$ cat config.mk
export PLATFORM = sky130hd
export DESIGN_NAME = vedic_8x8_seq
export DESIGN_NICKNAME = d
export VERILOG_FILES = /design/src/rtl/vedic_seq_pkg.sv /design/src/rtl/vedic_mul4x4.sv /design/src/rtl/vedic_8x8_seq.sv
export SDC_FILE = /design/constraint.sdc
export NUM_CORES = 1
export LEC_CHECK = 0
export ABC_CLOCK_PERIOD_IN_PS = 8000
export CORE_MARGIN = 5
export CORE_UTILIZATION = 60
export DETAILED_ROUTE_END_ITERATION = 8
export GPL_TIMING_DRIVEN = 0
export PLACE_DENSITY = 0.95
export SYNTH_ARGS = -nofsm -noshare
export SYNTH_HDL_FRONTEND = slang
export SYNTH_SLANG_ARGS = --single-unit
$ cat constraint.sdc
create_clock -name clk -period 8 [get_ports clk]
set_input_delay 1.6 -clock clk [delete_from_list [all_inputs] [get_ports clk]]
set_output_delay 1.6 -clock clk [all_outputs]
set_load 0.05 [all_outputs]
$ cat src/rtl/vedic_seq_pkg.sv
// Shared types and constants for the sequential 8x8 Vedic multiplier.
// Define VEDIC_SEQ_MAC_EN for the 20-bit multiply-accumulate build.
package vedic_seq_pkg;

    typedef enum logic [1:0] {
        IDLE,
        MUL,
        DONE
    } state_t;

    localparam int STEP_W = 2;

    localparam logic [3:0] SH_0 = 4'd0;
    localparam logic [3:0] SH_1 = 4'd4;
    localparam logic [3:0] SH_2 = 4'd4;
    localparam logic [3:0] SH_3 = 4'd8;

`ifdef VEDIC_SEQ_MAC_EN
    localparam int RES_W = 20;
`else
    localparam int RES_W = 16;
`endif

    function automatic logic [3:0] step_shift(
        input logic [STEP_W-1:0] s
    );
        logic [3:0] sh;
        unique case (s)
            2'd0:    sh = SH_0;
            2'd1:    sh = SH_1;
            2'd2:    sh = SH_2;
            default: sh = SH_3;
        endcase
        return sh;
    endfunction

    // Urdhva-tiryak 2x2: vertical terms at the ends, crosswise pair in the middle
    function automatic logic [3:0] vedic2x2(
        input logic [1:0] x,
        input logic [1:0] y
    );
        logic c1;
        logic d1;
        logic hh;
        logic cy;
        c1 = x[1] & y[0];
        d1 = x[0] & y[1];
        hh = x[1] & y[1];
        cy = c1 & d1;
        return {hh & cy, hh ^ cy, c1 ^ d1, x[0] & y[0]};
    endfunction

endpackage

$ cat src/rtl/vedic_mul4x4.sv
// Combinational 4x4 Vedic multiplier built from four 2x2 blocks.
// Used unchanged in both the plain and VEDIC_SEQ_MAC_EN builds.
module vedic_mul4x4
    import vedic_seq_pkg::*;
(
    input  logic [3:0] x,
    input  logic [3:0] y,
    output logic [7:0] p
);

    logic [3:0] q0;
    logic [3:0] q1;
    logic [3:0] q2;
    logic [3:0] q3;
    logic [5:0] mid;

    assign q0 = vedic2x2(x[1:0], y[1:0]);
    assign q1 = vedic2x2(x[3:2], y[1:0]);
    assign q2 = vedic2x2(x[1:0], y[3:2]);
    assign q3 = vedic2x2(x[3:2], y[3:2]);

    // Everything from bit 2 upward, aligned at weight 4
    assign mid = {2'b00, q1} + {2'b00, q2} + {4'b0000, q0[3:2]};

    assign p[1:0] = q0[1:0];
    assign p[7:2] = mid + {q3, 2'b00};

endmodule

$ cat src/rtl/vedic_8x8_seq.sv
// 8x8 unsigned multiplier reusing one 4x4 Vedic core over four cycles.
// VEDIC_SEQ_MAC_EN widens the result to 20 bits and adds acc_clr (MAC mode).
module vedic_8x8_seq
    import vedic_seq_pkg::*;
(
    input  logic             clk,
    input  logic             rst,
    input  logic             in_valid,
    output logic             in_ready,
    input  logic [7:0]       a,
    input  logic [7:0]       b,
    output logic             out_valid,
    input  logic             out_ready,
`ifdef VEDIC_SEQ_MAC_EN
    input  logic             acc_clr,
`endif
    output logic [RES_W-1:0] product
);

    state_t            state;
    state_t            state_nxt;
    logic [7:0]        a_q;
    logic [7:0]        b_q;
    logic [STEP_W-1:0] step;
    logic [RES_W-1:0]  acc;
    logic [RES_W-1:0]  acc_base;
    logic [RES_W-1:0]  pp_sh;
    logic [3:0]        x_nib;
    logic [3:0]        y_nib;
    logic [7:0]        pp;
    logic              accept;
    logic              fire;

    assign accept = in_valid && in_ready;
    assign fire   = out_valid && out_ready;

    // step[0] picks the a nibble, step[1] the b nibble
    assign x_nib = step[0] ? a_q[7:4] : a_q[3:0];
    assign y_nib = step[1] ? b_q[7:4] : b_q[3:0];

    vedic_mul4x4 u_core (
        .x (x_nib),
        .y (y_nib),
        .p (pp)
    );

    assign pp_sh = RES_W'(pp) << step_shift(step);

`ifdef VEDIC_SEQ_MAC_EN
    assign acc_base = acc_clr ? '0 : acc;
`else
    assign acc_base = '0;
`endif

    always_ff @(posedge clk or posedge rst) begin
        if (rst) begin
            state <= IDLE;
        end else begin
            state <= state_nxt;
        end
    end

    always_comb begin
        state_nxt = state;
        unique case (state)
            IDLE:    if (accept) state_nxt = MUL;
            MUL:     if (step == STEP_W'(3)) state_nxt = DONE;
            DONE:    if (fire) state_nxt = IDLE;
            default: state_nxt = IDLE;
        endcase
    end

    always_comb begin
        in_ready  = (state == IDLE);
        out_valid = (state == DONE);
        product   = acc;
    end

    always_ff @(posedge clk or posedge rst) begin
        if (rst) begin
            a_q  <= '0;
            b_q  <= '0;
            step <= '0;
            acc  <= '0;
        end else if (accept) begin
            a_q  <= a;
            b_q  <= b;
            step <= '0;
            acc  <= acc_base;
        end else if (state == MUL) begin
            step <= step + STEP_W'(1);
            acc  <= acc + pp_sh;
        end
    end

endmodule

# Yosys cells after proc, flatten, opt, wreduce, memory -nomap -nowiden
# Index checks and enable logic that the tools add are counted.
dict set report classes {
  n_reduce_logical 7
  n_eq_ne 8
  shifts 1
  muxes 11
  bitwise 32
  n_addsub 5
}
# cell n
set op_table {}
lappend op_table {{two-way mux 16 bit} 2}
lappend op_table {{bitwise AND 1 bit} 24}
lappend op_table {{adder 16 bit} 1}
lappend op_table {{left shift 8 x 4 -> 16 bit} 1}
lappend op_table {{two-way mux 2 bit} 5}
lappend op_table {{two-way mux 4 bit} 2}
lappend op_table {{one-hot mux 4 bit (2 select lines)} 1}
lappend op_table {{bitwise XOR 1 bit} 8}
lappend op_table {{adder 6 x 2 -> 6 bit} 1}
lappend op_table {{adder 6 bit} 1}
lappend op_table {{equality test 2 bit (second input constant)} 3}
lappend op_table {{one-hot mux 2 bit (3 select lines)} 1}
lappend op_table {{adder 4 x 4 -> 5 bit} 1}
lappend op_table {{equality test 2 x 1 -> 1 bit (second input constant)} 2}
lappend op_table {{zero test 2 bit} 2}
lappend op_table {{!= test 2 x 1 -> 1 bit (second input constant)} 2}
lappend op_table {{AND reduction 3 bit} 1}
lappend op_table {{adder 2 x 1 -> 2 bit (second input constant)} 1}
lappend op_table {{logical AND 1 bit} 2}
lappend op_table {{!= test 2 bit (second input constant)} 1}
lappend op_table {{nonzero test 2 bit} 1}
lappend op_table {{OR reduction 2 bit} 1}
dict set report word_totals {
  ff_bits 36
  in_bits 20
}

# Logic depth before layout (Yosys ltp)
# Gate-level depths: netlist of the first run.
dict set report logic_depth {
  word_depth 11
  mapped_depth 23
  ltp_nobuf 22
}

# Hierarchy
# A second synthesis of the first run with hierarchy kept.
dict set report unflattened {
  hier_cells 314
  area_unflattened_um2 2961.6
}
# module seq_area_each_um2 area_each_um2 n_inst cells_each
set by_module_without_submodules {}
lappend by_module_without_submodules {vedic_8x8_seq 900.9 2488.6 1 256}
lappend by_module_without_submodules {vedic_mul4x4 0.0 473.0 1 58}

# Worst setup path after synthesis of the first run
# Ideal clock, no wire load.
dict set report synth_path {
  path_kind {reg2reg}
  from {reg step[0]}
  to {reg acc[15] (netlist: product[15])}
  path_slack_ns 3.052
  stages_incl_launch_ff 20
  required_time_ns 7.882
  period_less_slack_ns 4.948
  setup_ns 0.118
  t_arrival_ns 4.830
  cell_sequence {dfrtp_1 -> clkbuf_1 -> mux2i_1 -> nor2_1 -> ha_1 -> fa_1 -> fa_1 -> a21o_1 -> a21oi_1 -> xnor2_1 -> mux2i_1 -> nor2_1 -> ha_1 -> a21o_1 -> a31o_1 -> a221o_1 -> o31ai_2 -> xor2_1 -> mux2_1 -> a21o_1}
}
dict set report synth_between {
  elab_chain_cells 11
  word_cells_on_any_way 45
}
# item line
set synth_rtl {}
lappend synth_rtl {{from (decl)} vedic_8x8_seq.sv:24} ;# logic [STEP_W-1:0] step;
lappend synth_rtl {{from (signal assigned)} vedic_8x8_seq.sv:91} ;# step <= step + STEP_W'(1);
lappend synth_rtl {{two-way mux 4 bit} vedic_8x8_seq.sv:38} ;# assign x_nib = step[0] ? a_q[7:4] : a_q[3:0];
lappend synth_rtl {{bitwise AND 1 bit, on equally long branches} {vedic_seq_pkg.sv:46, vedic_seq_pkg.sv:47}}
lappend synth_rtl {{bitwise AND 1 bit} vedic_seq_pkg.sv:49} ;# cy = c1 & d1;
lappend synth_rtl {{bitwise XOR 1 bit / bitwise AND 1 bit (equally long branches)} vedic_seq_pkg.sv:50} ;# return {hh & cy, hh ^ cy, c1 ^ d1, x[0] & y[0]};
lappend synth_rtl {{adder 4 x 4 -> 5 bit} vedic_mul4x4.sv:23} ;# assign mid = {2'b00, q1} + {2'b00, q2} + {4'b0000, q0[3:2]};
lappend synth_rtl {{adder 6 x 2 -> 6 bit} vedic_mul4x4.sv:23}
lappend synth_rtl {{adder 6 bit} vedic_mul4x4.sv:26} ;# assign p[7:2] = mid + {q3, 2'b00};
lappend synth_rtl {{left shift 8 x 4 -> 16 bit *} vedic_8x8_seq.sv:47} ;# assign pp_sh = RES_W'(pp) << step_shift(step);
lappend synth_rtl {{adder 16 bit *} vedic_8x8_seq.sv:92} ;# acc <= acc + pp_sh;
lappend synth_rtl {{two-way mux 16 bit *} vedic_8x8_seq.sv:90} ;# end else if (state == MUL) begin
lappend synth_rtl {{two-way mux 16 bit *} vedic_8x8_seq.sv:85} ;# end else if (accept) begin
lappend synth_rtl {{to (signal assigned)} vedic_8x8_seq.sv:89} ;# acc <= acc_base;
lappend synth_rtl {{to (signal assigned)} vedic_8x8_seq.sv:92}
lappend synth_rtl {{to (decl)} vedic_8x8_seq.sv:25} ;# logic [RES_W-1:0] acc;
# Every way passes the cells marked *; elsewhere a longest branch is shown, timed or not. The select of a mux whose other input is x is not followed.
# A chain may end at the register's enable or synchronous reset.

# Worst setup path after layout of the first run
dict set report layout_path {
  from {reg step[1]}
  to {reg acc[15] (netlist: product[15])}
}
dict set report layout_between {
  elab_chain_cells 11
  word_cells_on_any_way 45
}
# item line
set layout_rtl {}
lappend layout_rtl {{two-way mux 4 bit} vedic_8x8_seq.sv:39} ;# assign y_nib = step[1] ? b_q[7:4] : b_q[3:0];
lappend layout_rtl {{bitwise AND 1 bit, on equally long branches} {vedic_seq_pkg.sv:46, vedic_seq_pkg.sv:47}}
lappend layout_rtl {{bitwise AND 1 bit} vedic_seq_pkg.sv:49}
lappend layout_rtl {{bitwise XOR 1 bit / bitwise AND 1 bit (equally long branches)} vedic_seq_pkg.sv:50}
lappend layout_rtl {{adder 4 x 4 -> 5 bit} vedic_mul4x4.sv:23}
lappend layout_rtl {{adder 6 x 2 -> 6 bit} vedic_mul4x4.sv:23}
lappend layout_rtl {{adder 6 bit} vedic_mul4x4.sv:26}
lappend layout_rtl {{left shift 8 x 4 -> 16 bit *} vedic_8x8_seq.sv:47}
lappend layout_rtl {{adder 16 bit *} vedic_8x8_seq.sv:92}
lappend layout_rtl {{two-way mux 16 bit *} vedic_8x8_seq.sv:90}
lappend layout_rtl {{two-way mux 16 bit *} vedic_8x8_seq.sv:85}
# Marked as above.

==> results of run 1 <==
==> cells in the mapped netlist (all sizes together), types with 4 or more instances <==
master,instances,area (um^2)
clkbuf,13,48.8
nor2,28,105
a21oi,17,85.1
nand2,63,236
inv,10,37.5
a22o,4,35.0
mux2i,10,100
o21ai,24,120
nand3,23,115
ha,34,425
nor2b,6,37.5
dfrtp,36,901
a21o,7,52.6
xnor2,14,123
and2,5,31.3
xor2,6,52.6
==> flip-flops by register name (all words and copies together), names as in the netlist <==
| register | cells |
|---|---|
| state | 2 |
| a_q | 8 |
| product | 16 |
| b_q | 8 |
| step | 2 |
==> per-layer routing <==
layer  routed length [um]  global-route usage, %  part of all wire, %  up-vias
li1                     -                      -                    -     1217
met1                 2470                   24.7                   37     1164
met2                 3350                   39.9                   51      120
met3                  492                   4.05                  7.5       26
met4                  281                   11.5                  4.3        0
met5                    0                      0                    0        -
==> path summary, 6_finish.rpt <==
kind / start / end / depth (start not counted)
min in group asynchronous: rst / a_q[2]$_DFFE_PP0P_ / 2
max: step[1]$_DFFE_PP0P_ / product[15]$_DFFE_PP0P_ / 19
min: b_q[7]$_DFFE_PP0P_ / b_q[7]$_DFFE_PP0P_ / 2
min reg2reg: b_q[7]$_DFFE_PP0P_ / b_q[7]$_DFFE_PP0P_ / 2
max in group asynchronous: rst / product[9]$_DFFE_PP0P_ / 2
max reg2reg: step[1]$_DFFE_PP0P_ / product[15]$_DFFE_PP0P_ / 19
==> cell type report <==
class,count,area [um^2]
Multi-Input combinational cell,270,1780
Fill cell,322,1120
Sequential cell,36,901
Timing Repair Buffer,37,370
Clock buffer,6,82.6
Tap cell,52,65.1
Buffer,13,48.8
Inverter,10,37.5
Clock inverter,2,10.0
==> worst max-delay path: stages, from the launching register on <==
cell      delay, ns
dfrtp_1        0.38
clkbuf_1       0.35
mux2i_1        0.51
nor2_1         0.12
ha_1           0.36
fa_1           0.53
fa_1           0.48
a21o_1         0.20
a21oi_1        0.17
xnor2_1        0.11
mux2i_1        0.21
nor2_1         0.08
ha_1           0.37
a21o_1         0.24
a31o_1         0.20
a221o_1        0.39
o31ai_2        0.22
xor2_1         0.15
mux2_1         0.31
a21o_1         0.17
==> logic make-up (layout without fill, tap and decap cells) <==
kind of cell             after synthesis  count (layout)  share of synthesized area [%]
AND/OR/NAND/NOR                      136             136                           21.6
AO/OA/AOI/OAI                         66              66                           14.7
adder cells (fa/ha/maj)               37              37                           17.6
flip-flops                            36              36                           32.6
buffers and inverters                 23              68                           3.13
XOR/XNOR                              20              20                           6.34
multiplexers                          11              11                           4.03
==> stage by stage <==
stage	setup WS (ns)	std cells	util, %	hold WS (ns)	instance area, um^2
after floorplan	3.05	329	-	0.445	2760
after global placement	2.62	418	72.4	0.459	3200
after detailed placement	2.46	418	72.4	0.470	3200
after CTS	2.37	426	74.5	0.489	3290
after global routing	2.00	426	74.5	0.509	3290
final	2.33	426	74.5	0.484	3290
==> key figures, run 1 <==
Die
  – Die Wd: 77.9 um
  – Io pins: 38
  – Die area: just over 6000 um^2
  – Initial Utilization: between 60% and 70%
  – Rows: 24
  – Die Height: slightly below 80 um
  – Core ar.: roughly 4400 um^2

Clocking
  – CTS Buf Count: 5
  – Post-CTS setup buffers: 0
  – CTS tree: built
  – Clock tree sinks: 36
  – Clock buffer depth: 2
  – CTS root buf: clkbuf_8
  – Hold-fix buffers, CTS: 0
  – Clock Latency Late Sink: around 0.29 ns
  – Clk pin slew, worst setup/hold paths: 0.07 ns
  – PostCTS Resize Cnt: 0
  – CTS H-Tree Depth: 2

Worst setup path
  – Crit path kind: register to register
  – CP Capture Type: register
  – CP arrival: roughly 5.9 ns
  – CP Data Required Time: 8.19 ns
  – Crit start category: register
  – Worst R2R Setup Slack: about 2.3 ns
  – Critical-path maximum fanout: 5

GRT
  – Antenna violations before repair: 0
  – Vias in the first global route: around 2500
  – Gr usage total: 22.2%
  – Global route overflow: 0
  – Largest net degree at the start of global routing: 37
  – First-pass GRT wire length: between 10000 and 15000 um

Outcome
  – Status: completed

Yosys
  – Total nets after synthesis: a little under 400
  – Syn_area_per_cell: between 8 and 9 um^2
  – Main synth FF type: dfrtp_1
  – Yosys warns: 0
  – Netlist Area Pre-Place: 2760 um^2
  – Gate Count Post-Synth: about 330
  – FFs w/ async S/R, synth: 100%
  – Post-synthesis cell type count: 36
  – Sequential area share after synthesis: 32.6%
  – Yosys reg bits: 36
  – EDFF count, synth: 0

Placed design
  – # port buffers: 37
  – Gp weighted congestion: just under 0.9
  – Detailed placement HPWL: 5060 um

Drt
  – Vias/cell: between 5 and 6
  – DRT iter0 DRCs: ~170
  – Avg WL per Cell: 15.5 um
  – Drt first pass iters: 6
  – Via count: approximately 2500
  – Final WL: 6600 um
  – Post-route ant nets: 0
  – # DRC: 0

Timing
  – Final hold vios: 0
  – Fin Setup TNS: 0 ns
  – Worst Tran Pin Value: 0.733 ns
  – Final Max Tran Viols: 0
  – Slew margin rel.: about half
  – Clk_skew: between 0.005 and 0.006 ns
  – Tmin final: approximately 5.7 ns
  – Setup-failing EPs final: 0
  – Fin crit share: roughly 71%
  – RSZ-0062 raised after global routing: false
  – F_max: roughly 180 MHz

Cells and area
  – Share of post-route cells with drive strength above 1: 2.67%
  – Area delta synth->final: 19.1%
  – Commonest non-fill, non-tap cell in the layout: nand2_1
  – Ant diodes: 0
  – Most frequent cells in the layout: nand2_1 (63), clkdlybuf4s50_1 (37), dfrtp_1 (36)
  – Nets: 430

Min path
  – Worst hold path class: register to register

Job
  – Max-Cap Viols: 0
Power of run 1 is left out: the tool's default activity adds up to more than one toggle a clock period on the data nets, which glitch-free logic cannot reach.
==> inputs of run 2 (changes only) <==
ABC_CLOCK_PERIOD_IN_PS = 5950   (was 8000)
CORE_UTILIZATION = 55   (was 60)
PLACE_DENSITY = 0.92   (was 0.95)
clock period = 5.95 ns   (was 8 ns; I/O delays follow)
==> run 2 against run 1 <==
  * First-iteration DRC count down 22%
  * Worst setup slack worse by 1.9 ns
  * Global-route usage down 0.46 points
  * Via count down 2.3%
  * Critical path depth unchanged
  * Cell count up 3.3%
  * Sequential share of layout area down 0.46 points
  * Fmax up 2.0%
  * Largest cell class unchanged
  * Register-to-register slack worse by 1.9 ns
==> key figures, run 2 (same netlist as run 1, synthesis figures left out) <==
Outcome
  – Status: completed

Timing
  – Tmin final: ~5.6 ns
  – Final Max Tran Viols: 0
  – Fin crit share: between 90 and 100%
  – Final hold vios: 0
  – F_max: around 180 MHz
  – RSZ-0062 raised after global routing: false
  – Slew margin rel.: roughly 50%
  – Setup-failing EPs final: 0
  – Worst Tran Pin Value: approximately 0.74 ns
  – Clk_skew: between 0.01 and 0.015 ns
  – Fin Setup TNS: 0 ns

Placed design
  – Detailed placement HPWL: 4990 um
  – Placed instance count: approximately 430
  – # port buffers: 37
  – Gp weighted congestion: approximately 0.90

Cells and area
  – Most frequent cells in the layout: nand2_1 (63), clkdlybuf4s50_1 (37), dfrtp_1 (36)
  – Commonest non-fill, non-tap cell in the layout: nand2_1
  – Nets: roughly 430
  – Max FFs per register: 16
  – Area delta synth->final: 21.2%
  – Register area: between 900 and 1000 um^2
  – Area taken by multi-input logic gates: 1790 um^2
  – Final Non-Filler Cells: 440
  – Share of post-route cells with drive strength above 1: under 10%
  – Ant diodes: 0
  – Filler cells: ~400

Min path
  – WHS Path Cells: 2
  – Min-Delay Endpoint: b_q[5]$_DFFE_PP0P_
  – HP Start: b_q[5]$_DFFE_PP0P_
  – Worst hold path class: register to register

Drt
  – # DRC: 0
  – Drt first pass iters: 4
  – DRT iter0 DRCs: 129
  – Via count: between 2000 and 2500
  – Post-route ant nets: 0
  – Final WL: approximately 6500 um
  – Vias/cell: approximately 5.6
  – Avg WL per Cell: approximately 15 um

Worst setup path
  – Crit path kind: register to register
  – CP Data Required Time: 6.15 ns
  – Crit-path slowest cell: fa_1
  – CP peak stage delay: between 0.5 and 0.6 ns
  – CP Capture Type: register
  – Critical-path maximum fanout: 5
  – Most frequent CP cell: a21o_1
  – Worst R2R Setup Slack: a little under 0.4 ns
  – Crit start category: register
  – R2r worst-path depth: 19
  – Worst r2r dst: product[15]$_DFFE_PP0P_
  – Worst R2R Start: step[1]$_DFFE_PP0P_
  – CP arrival: 5.77 ns
  – Crit path cell chain: clkbuf_1, mux2i_1, nor2_1, ha_1, fa_1, fa_1, a21o_1, a21oi_1, xnor2_1, mux2i_1, nor2_1, ha_1, a21o_1, a31o_1, a221o_1, o31ai_2, xor2_1, mux2_1, a21o_1

Clocking
  – CTS H-Tree Depth: 2
  – Clock Latency Late Sink: approximately 0.3 ns
  – CTS root buf: clkbuf_8
  – CTS tree: built
  – CTS Buf Count: 5
  – Clk pin slew, worst setup/hold paths: about 0.090 ns
  – Clock buffer depth: 2
  – Clock tree sinks: 36

GRT
  – Largest net degree at the start of global routing: 37
  – Antenna violations before repair: 0
  – Global route overflow: 0
  – Gr usage total: between 20% and 30%
  – First-pass GRT wire length: around 11000 um
  – Vias in the first global route: about 2600

Die
  – Die Wd: approximately 80 um
  – Core ar.: about 4800 um^2
  – Die Height: a little over 80 um
  – Rows: 25
  – Initial Utilization: about 58%
  – Die area: around 6500 um^2
  – Io pins: 38

Job
  – Max-Cap Viols: 0
[run 2: changes by cell type in the layout (fill, tap and decap cells not counted), sizes merged]
cell	previous run	this run
clkbuf	19	17
inv	10	11
clkinv	2	0
bufinv	0	1
clkinvlp	0	1
[run 2: how the worst max path moves through the flow]
stage                         from                       to  slack, ns  depth (start not counted)
2_1_floorplan  step[0]$_DFFE_PP0P_  product[15]$_DFFE_PP0P_       1.00                         19
3_3_place_gp   step[0]$_DFFE_PP0P_  product[15]$_DFFE_PP0P_       0.49                         19
3_5_place_dp   step[0]$_DFFE_PP0P_  product[15]$_DFFE_PP0P_       0.42                         19
4_1_cts        step[0]$_DFFE_PP0P_  product[15]$_DFFE_PP0P_       0.40                         19
5_1_grt        step[1]$_DFFE_PP0P_  product[15]$_DFFE_PP0P_       0.03                         23
6_report       step[1]$_DFFE_PP0P_  product[15]$_DFFE_PP0P_       0.39                         19
[run 2: repair_timing]
action | CTS | global route
buffers inserted | 0 | 0
resized for setup | 0 | 5
setup endpoints to repair | 0 | 1
hold buffers | 0 | 0
[run 2: per-layer routing]
metal	share of wire [%]	vias to the layer above	wire length [um]	track usage (%)
li1	-	1213	-	-
met1	41	1152	2660	24.9
met2	50	84	3220	38.8
met3	5.8	19	373	4.43
met4	3.1	0	201	9.63
met5	0	-	0	0
[run 2: layout make-up]
class	count	area share (%)
multi-input cells	270	53.6
repair buffers	37	11.1
inverters	10	1.12
clock inverters	3	1.38
well taps	67	2.50
flip-flops and latches	36	26.9
plain buffers	12	1.35
clock buffers	5	2.06
[run 2: metrics by stage]
step                hold slack, ns  instance area, um^2  util [%]  setup WS (ns)
floorplan                    0.445                 2760         -           1.00
global placement             0.458                 3220      67.2          0.492
detailed placement           0.463                 3220      67.2          0.419
CTS                          0.482                 3330      69.6          0.404
global route                 0.500                 3350      69.9         0.0338
finish                       0.481                 3350      69.9          0.388
[run 2: critical path: cells and delay by family, from the launching register on]
family	cells	cell delay, ns
multiplexers	3	0.98
AO/OA/AOI/OAI	7	1.58
adder cells (fa/ha/maj)	4	1.72
flip-flops	1	0.39
buffers and inverters	1	0.36
AND/OR/NAND/NOR	2	0.16
XOR/XNOR	2	0.27
Power of run 2 is left out for the same reason.
